$ cat src/rtl/rs_encode_stream_in_ctrl.sv
// Input-side controller of the RS block stream encoder.
// Accepts one request (block count) at a time, forwards the count to the
// output controller, then passes source data lines straight through to the
// line encoder, tagging the first and last line of every RS block.
//
// Handshake rule on every channel: a transfer happens in a cycle where
// valid and ready are both 1 at the rising clock edge. A producer keeps
// valid and its payload stable until that transfer. Ready never depends
// on this module's own valid output.
module rs_encode_stream_in_ctrl #(
  parameter int DATA_W          = 256,
  parameter int LINES_PER_BLOCK = 8,
  parameter int BLOCK_CNT_W     = 16
) (
  input  logic                   clk,
  input  logic                   rst,
  // request metadata from the source
  input  logic                   src_stream_encoder_req_val,
  input  logic [BLOCK_CNT_W-1:0] src_stream_encoder_req_num_blocks,
  output logic                   stream_encoder_src_req_rdy,
  // data lines from the source
  input  logic                   src_stream_encoder_req_data_val,
  input  logic [DATA_W-1:0]      src_stream_encoder_req_data,
  output logic                   stream_encoder_src_req_data_rdy,
  // lines to the line encoder
  output logic                   stream_encode_line_encode_val,
  output logic [DATA_W-1:0]      stream_encode_line_encode_data,
  output logic                   stream_encode_line_encode_first,
  output logic                   stream_encode_line_encode_last,
  input  logic                   line_encode_stream_encode_rdy,
  // metadata to the output controller
  output logic                   in_ctrl_out_ctrl_val,
  output logic [BLOCK_CNT_W-1:0] in_ctrl_out_ctrl_num_blocks,
  input  logic                   out_ctrl_in_ctrl_rdy,
  // FSM state, exposed for checkers (encoding of state_t)
  output logic [1:0]             debug_state
);

  localparam int LINE_CNT_W = (LINES_PER_BLOCK > 1) ? $clog2(LINES_PER_BLOCK) : 1;
  localparam logic [LINE_CNT_W-1:0] LAST_LINE = LINE_CNT_W'(LINES_PER_BLOCK - 1);

  typedef enum logic [1:0] {
    READY      = 2'd0,
    SEND_META  = 2'd1,
    PASS_LINES = 2'd2
  } state_t;

  state_t                 state, state_next;
  logic [LINE_CNT_W-1:0]  line_cnt;
  logic [BLOCK_CNT_W-1:0] block_cnt;
  logic [BLOCK_CNT_W-1:0] num_blocks;

  // Index of the final block of the request. Only used in PASS_LINES, where
  // num_blocks is at least 1, so the subtraction never wraps.
  logic [BLOCK_CNT_W-1:0] last_block;
  logic                   at_last_line;
  logic                   at_last_block;
  logic                   req_accept;
  logic                   line_xfer;

  assign last_block    = num_blocks - BLOCK_CNT_W'(1);
  assign at_last_line  = (line_cnt == LAST_LINE);
  assign at_last_block = (block_cnt == last_block);
  assign req_accept    = stream_encoder_src_req_rdy & src_stream_encoder_req_val;
  assign line_xfer     = stream_encode_line_encode_val & stream_encoder_src_req_data_rdy;

  assign in_ctrl_out_ctrl_num_blocks = num_blocks;
  assign debug_state                 = state;

  // State register.
  always_ff @(posedge clk) begin
    if (rst) begin
      state <= READY;
    end else begin
      state <= state_next;
    end
  end

  // Request latch and line/block counters.
  always_ff @(posedge clk) begin
    if (rst) begin
      num_blocks <= '0;
      line_cnt   <= '0;
      block_cnt  <= '0;
    end else if (req_accept) begin
      num_blocks <= src_stream_encoder_req_num_blocks;
      line_cnt   <= '0;
      block_cnt  <= '0;
    end else if (line_xfer) begin
      if (at_last_line) begin
        line_cnt  <= '0;
        block_cnt <= block_cnt + BLOCK_CNT_W'(1);
      end else begin
        line_cnt <= line_cnt + LINE_CNT_W'(1);
      end
    end
  end

  // Next-state and output decode.
  always_comb begin
    state_next                      = state;
    stream_encoder_src_req_rdy      = 1'b0;
    stream_encoder_src_req_data_rdy = 1'b0;
    stream_encode_line_encode_val   = 1'b0;
    stream_encode_line_encode_data  = src_stream_encoder_req_data;
    stream_encode_line_encode_first = 1'b0;
    stream_encode_line_encode_last  = 1'b0;
    in_ctrl_out_ctrl_val            = 1'b0;

    case (state)
      READY: begin
        stream_encoder_src_req_rdy = 1'b1;
        // A zero-block request is consumed here and produces nothing.
        if (src_stream_encoder_req_val && (src_stream_encoder_req_num_blocks != '0)) begin
          state_next = SEND_META;
        end
      end

      SEND_META: begin
        in_ctrl_out_ctrl_val = 1'b1;
        if (out_ctrl_in_ctrl_rdy) begin
          state_next = PASS_LINES;
        end
      end

      PASS_LINES: begin
        // Zero-latency pass-through; first/last qualified by valid.
        stream_encode_line_encode_val   = src_stream_encoder_req_data_val;
        stream_encoder_src_req_data_rdy = line_encode_stream_encode_rdy;
        stream_encode_line_encode_first = src_stream_encoder_req_data_val & (line_cnt == '0);
        stream_encode_line_encode_last  = src_stream_encoder_req_data_val & at_last_line;
        if (src_stream_encoder_req_data_val && line_encode_stream_encode_rdy &&
            at_last_line && at_last_block) begin
          state_next = READY;
        end
      end

      default: begin
        state_next                      = state_t'('x);
        stream_encoder_src_req_rdy      = 1'bx;
        stream_encoder_src_req_data_rdy = 1'bx;
        stream_encode_line_encode_val   = 1'bx;
        stream_encode_line_encode_data  = 'x;
        stream_encode_line_encode_first = 1'bx;
        stream_encode_line_encode_last  = 1'bx;
        in_ctrl_out_ctrl_val            = 1'bx;
      end
    endcase
  end

endmodule

$ cat config.mk
export PLATFORM = sky130hd
export DESIGN_NAME = rs_encode_stream_in_ctrl
export DESIGN_NICKNAME = d
export VERILOG_FILES = /design/src/rtl/rs_encode_stream_in_ctrl.sv
export SDC_FILE = /design/constraint.sdc
export NUM_CORES = 1
export LEC_CHECK = 0
export BUFFER_PORTS_ARGS = -buffer_cell sky130_fd_sc_hd__buf_2
export CAP_MARGIN = 10
export CORE_AREA = 2 2 217 219
export DETAILED_ROUTE_END_ITERATION = 10
export DIE_AREA = 0 0 219 221
export GPL_TIMING_DRIVEN = 0
export PLACE_DENSITY = 0.38
export REMOVE_ABC_BUFFERS = 1
export SYNTH_ARGS = -nofsm -noshare
export SYNTH_HDL_FRONTEND = slang
export SYNTH_SLANG_ARGS = --single-unit
$ cat constraint.sdc
create_clock -name clk -period 8.4 [get_ports clk]
set_clock_uncertainty 0.15 [all_clocks]
set_input_delay 1.68 -clock clk [delete_from_list [all_inputs] [get_ports clk]]
set_output_delay 1.68 -clock clk [all_outputs]
set_load 0.05 [all_outputs]
==> Yosys cells after proc, flatten, opt, wreduce, memory -nomap -nowiden <==
Cells that the tools add are included.
{ "word_totals": {"ff_bits": 37} }
{ "op_classes": {"n_addsub": 3, "n_eq_ne": 7, "muxes": 12, "bitwise_logic": 4, "reduce_logical": 14} }
{ "op_table": {"columns": ["operator", "n"], "rows": [
  ["$mux W256", 1],
  ["$add A16 B1 Y16 const B", 1],
  ["$eq A16 B16 Y1", 1],
  ["$reduce_bool A16 Y1", 1],
  ["$sub A16 B1 Y16 const B", 1],
  ["$pmux W1 S2", 6],
  ["$reduce_or A2 Y1", 4],
  ["$mux W2", 3],
  ["$ne A2 B2 Y1 const B", 3],
  ["$pmux W2 S3", 1],
  ["$and A1 B1 Y1", 4],
  ["$logic_and A1 B1 Y1", 4],
  ["$add A3 B1 Y3 const B", 1],
  ["$eq A3 B3 Y1 const B", 1],
  ["$logic_not A3 Y1", 1],
  ["$mux W3", 1],
  ["$reduce_and A3 Y1", 1],
  ["$reduce_or A3 Y1", 1],
  ["$eq A2 B1 Y1 const B", 1],
  ["$eq A2 B2 Y1 const B", 1],
  ["$logic_not A2 Y1", 1],
  ["$reduce_and A2 Y1", 1]
]} }

==> Logic depth before layout (Yosys ltp) <==
{ "logic_depth": {"word_depth": 5, "depth_mapped": 10, "depth_no_buf": 9} }

==> Worst setup path before layout <==
Ideal clock, no wire load.
{ "synth_timing": {"kind": "input to output", "start": "input port src_stream_encoder_req_data_val", "end": "output port stream_encode_line_encode_first", "arrival_ns": 2.663, "t_required_ns": 6.570, "setup_slack_ns": 3.907, "stages": 2, "path_cell_list": "and2_1 > and3b_1"} }
{ "synth_via": {"elab_chain_cells": 2} }
{ "synth_rtl": {"columns": ["element", "line", "text"], "rows": [
  ["start: declaration", "22", "input logic src_stream_encoder_req_data_val,"],
  ["$and A1 B1 Y1", "130", "stream_encode_line_encode_first = src_stream_encoder_req_data_val & (line_cnt == '0);"],
  ["$pmux W1 S2", "110", "case (state)"],
  ["end: declaration", "28", "output logic stream_encode_line_encode_first,"]
]} }
No other way between the ends.

==> Worst setup path in the final report <==
Same ends and word-level chain as after synthesis.

==> metrics.md <==
| Metric | Value |
|---|---|
| Status | `complete, no violations` |
| Multi-input gate area | `1394 sq um` |
| Critical path arrival | `2.40 ns` |
| Hold_sp | `block_cnt[15]` |
| R2R Path Start | `in_ctrl_out_ctrl_num_blocks[0]` |
| GRT overflow | `0` |
| Pwr dens | `250.7 nW/um^2` |
| Final period utilization | `between 50% and 60%` |
| Hold crit path type | `reg -> reg` |
| P&R area growth vs syn | `-19.95%` |
| Worst reg2reg path endpoint | `debug_state[1]` |
| CTS clock-pin slew for the worst setup and hold paths | `roughly 0.070 ns` |
| Fmax | `236.6 MHz` |
| Initial Utilization | `between 9 and 10%` |
| Seq. cell area | `740.7 sq um` |
| Final setup fails | `0` |
| Net count reported at finish | `617` |
| Setup TNS | `0 ns` |
| Num rows | `79` |
| Slew headroom | `25.27%` |
| Drt first-iter violations | `394` |
| Layout fillers | `5523` |
| Synth Warn # | `0` |
| First-pass DRT Iterations | `4` |
| Fin. max-slew vios | `0` |
| Layout cells sized above 1 | `17.82%` |
| Die Wd | `219 microns` |
| Crit start category | `primary input` |
| Critical-path cell list | `buf_2 > and2_1 > and3b_1 > buf_2` |
| Hold buffers post-CTS | `0` |
| CTS tree | `done` |
| Worst Tran Pin Value | `1.119 ns` |
| Antenna cells | `0` |
| Slowest cell on crit path | `buf_2` |
| Placed cell areas | `3157 sq um` |
| Vias per cell | `3.454` |
| Yosys reg bits | `37` |
| Clock Tree Root | `clkbuf_16` |
| Finished Cell Area | `3324 sq um` |
| Hold Path End | `block_cnt[15]` |
| FFs w/ async S/R, synth | `0%` |
| Num CTS Buffers | `5` |
| Post-synthesis cell type count | `49` |
| DRT antenna net count | `0` |
| Final min period | `4.227 ns` |
| Final hold vios | `0` |
| Most frequent cells in the layout | `nand2_1, buf_2, dfxtp_1, nor2_1, a21oi_1` |
| Worst reg2reg path depth | `9` |
| Number of vias in the routed layout | `approximately 3200` |
| Netlist area before placement | `4153 sq um` |
| Crit path required time | `about 6.6 ns` |
| Syn avg cell area | `between 7 and 8 sq um` |
| Synth Flop Type | `dfxtp_1` |
| H-tree Lvls | `2` |
| First-pass GRT wire length | `87030 microns` |
| Wirelength per Cell | `~85 microns` |
| DRC | `0` |
| CP Capture Type | `output pin` |
| P_leak | `1.107 nW` |
| PostCTS Resize Cnt | `0` |
| Vias in the first global route | `2767` |
| RSZ-0062 raised after global routing | `no` |
| Sequential share of the synthesized area | `approximately 18%` |
| Final wirelength | `between 70000 and 80000 microns` |
| CP max FO | `4` |
| Fin Hold WS | `0.3730 ns` |
| CP delay by family, top | `buffers and inverters` |
| Clock Sinks | `37` |
| All-Layer GR Usage | `around 32%` |
| Crit-path most repeated cell | `buf_2` |
| CP Buf/Inv Count | `2` |
| Peak supply drop | `307.2 uV` |
| Final RePlAce weighted congestion | `1.254` |
| Largest net degree at the start of global routing | `23` |
| Hold depth | `2` |
| Port-buffer cells | `45` |
| Syn Inst Count | `547` |
| Core area | `between 40000 and 50000 sq um` |
| Worst-Skew Late Latency | `approximately 0.29 ns` |
| Crit Path Category | `in -> out` |
| Top-Level Pins | `approximately 560` |
| Max cap viols | `0` |
| Commonest non-fill, non-tap cell in the layout | `nand2_1` |
| Worst path max stage delay | `0.26 ns` |
| Postcts setup bufs | `0` |
| Antenna violations before repair | `0` |
| EDFF count, synth | `0` |
| R2r setup slk | `5.12 ns` |
| Final HPWL DP | `just under 80000 microns` |
| Die height | `221 microns` |
| Die area | `just under 50000 sq um` |
| Clk buf depth | `2` |
==> synthesized netlist by cell type, types with 2 or more instances <==
library cell	instances	share of area [%]
o31ai_1	3	0.54
nor3_1	9	1.1
buf_2	2	0.24
or4_1	3	0.54
or3_1	9	1.4
and3b_1	2	0.42
nor2b_1	2	0.30
nor4_1	3	0.45
and2_1	3	0.45
o21ai_0	9	1.1
xor2_1	15	3.2
xnor2_1	8	1.7
and4_1	2	0.42
buf_4	256	46
and3_1	5	0.75
mux2i_1	4	0.96
nand4_1	5	0.75
dfxtp_1	37	18
or2_2	2	0.30
or4b_1	3	0.72
o21a_1	3	0.54
ha_1	9	2.7
nand2_1	50	4.5
nand3_1	9	1.1
a31oi_1	4	0.60
a21oi_1	22	2.7
inv_1	10	0.90
nand3b_1	2	0.36
clkbuf_1	9	0.81
nor2_1	28	2.5
==> worst register-to-register path, delay by kind of cell, from the launching register on <==
family | cells | cell delay (ns)
multiplexers | 1 | 0.39
buffers and inverters | 1 | 0.12
flip-flops | 1 | 0.36
AND/OR/NAND/NOR | 4 | 1.66
adder cells (fa/ha/maj) | 1 | 0.24
AO/OA/AOI/OAI | 2 | 0.31
==> sequential cells by signal, indices dropped and copies added, names as in the netlist <==
| name | flops |
|---|---|
| block_cnt | 16 |
| in_ctrl_out_ctrl_num_blocks | 16 |
| debug_state | 2 |
| line_cnt | 3 |
==> cells by family after synthesis <==
kind of cell	Yosys count	share of synthesized area [%]
mux	5	1.235
compound gates	50	7.201
simple gates	144	17.57
flops	37	17.84
fa+ha+maj	9	2.712
buf+inv	279	48.60
xor+xnor	23	4.851
==> power breakdown <==
group	total (mW)	switching [mW]	internal, mW
clock network	0.221	0.0804	0.141
logic	0.375	0.269	0.107
registers	0.237	0.0413	0.195
total	0.834	0.390	0.443
==> routing by layer <==
metal / up-vias / wire length, microns / global-route usage [%]
met2: 770 / 39880 / 57.22
met4: 28 / 7909 / 25.15
met3: 126 / 24340 / 48.18
li1: 1099 / - / -
met5: - / 988 / 16.97
met1: 1217 / 6624 / 5.984
==> layout make-up <==
cell class	count	share of cell area, %
Timing Repair Buffer	45	6.775
Tap cell	607	22.85
Clock buffer	6	3.877
Clock inverter	2	1.167
Sequential cell	37	22.28
Inverter	10	1.129
Multi-Input combinational cell	231	41.93
==> through the flow <==
step	worst slack (ns)	total power, mW	utilization (%)	instances
after CTS	4.167	0.8429	7.217	938
after floorplan	3.907	0.4981	-	278
after global placement	4.157	0.6171	6.853	930
after detailed placement	4.167	0.6176	6.853	930
after global routing	4.154	0.8879	7.217	938
final	4.173	0.8335	7.217	938
==> how the worst max path moves through the flow <==
stage	endpoint	cells after the start	from
3_5_place_dp	stream_encode_line_encode_first	4	src_stream_encoder_req_data_val
3_3_place_gp	stream_encode_line_encode_first	4	src_stream_encoder_req_data_val
2_1_floorplan	stream_encode_line_encode_first	2	src_stream_encoder_req_data_val
4_1_cts	stream_encode_line_encode_first	4	src_stream_encoder_req_data_val
5_1_grt	stream_encode_line_encode_first	4	src_stream_encoder_req_data_val
6_report	stream_encode_line_encode_first	4	src_stream_encoder_req_data_val
Power figures use the tool's default switching activity.
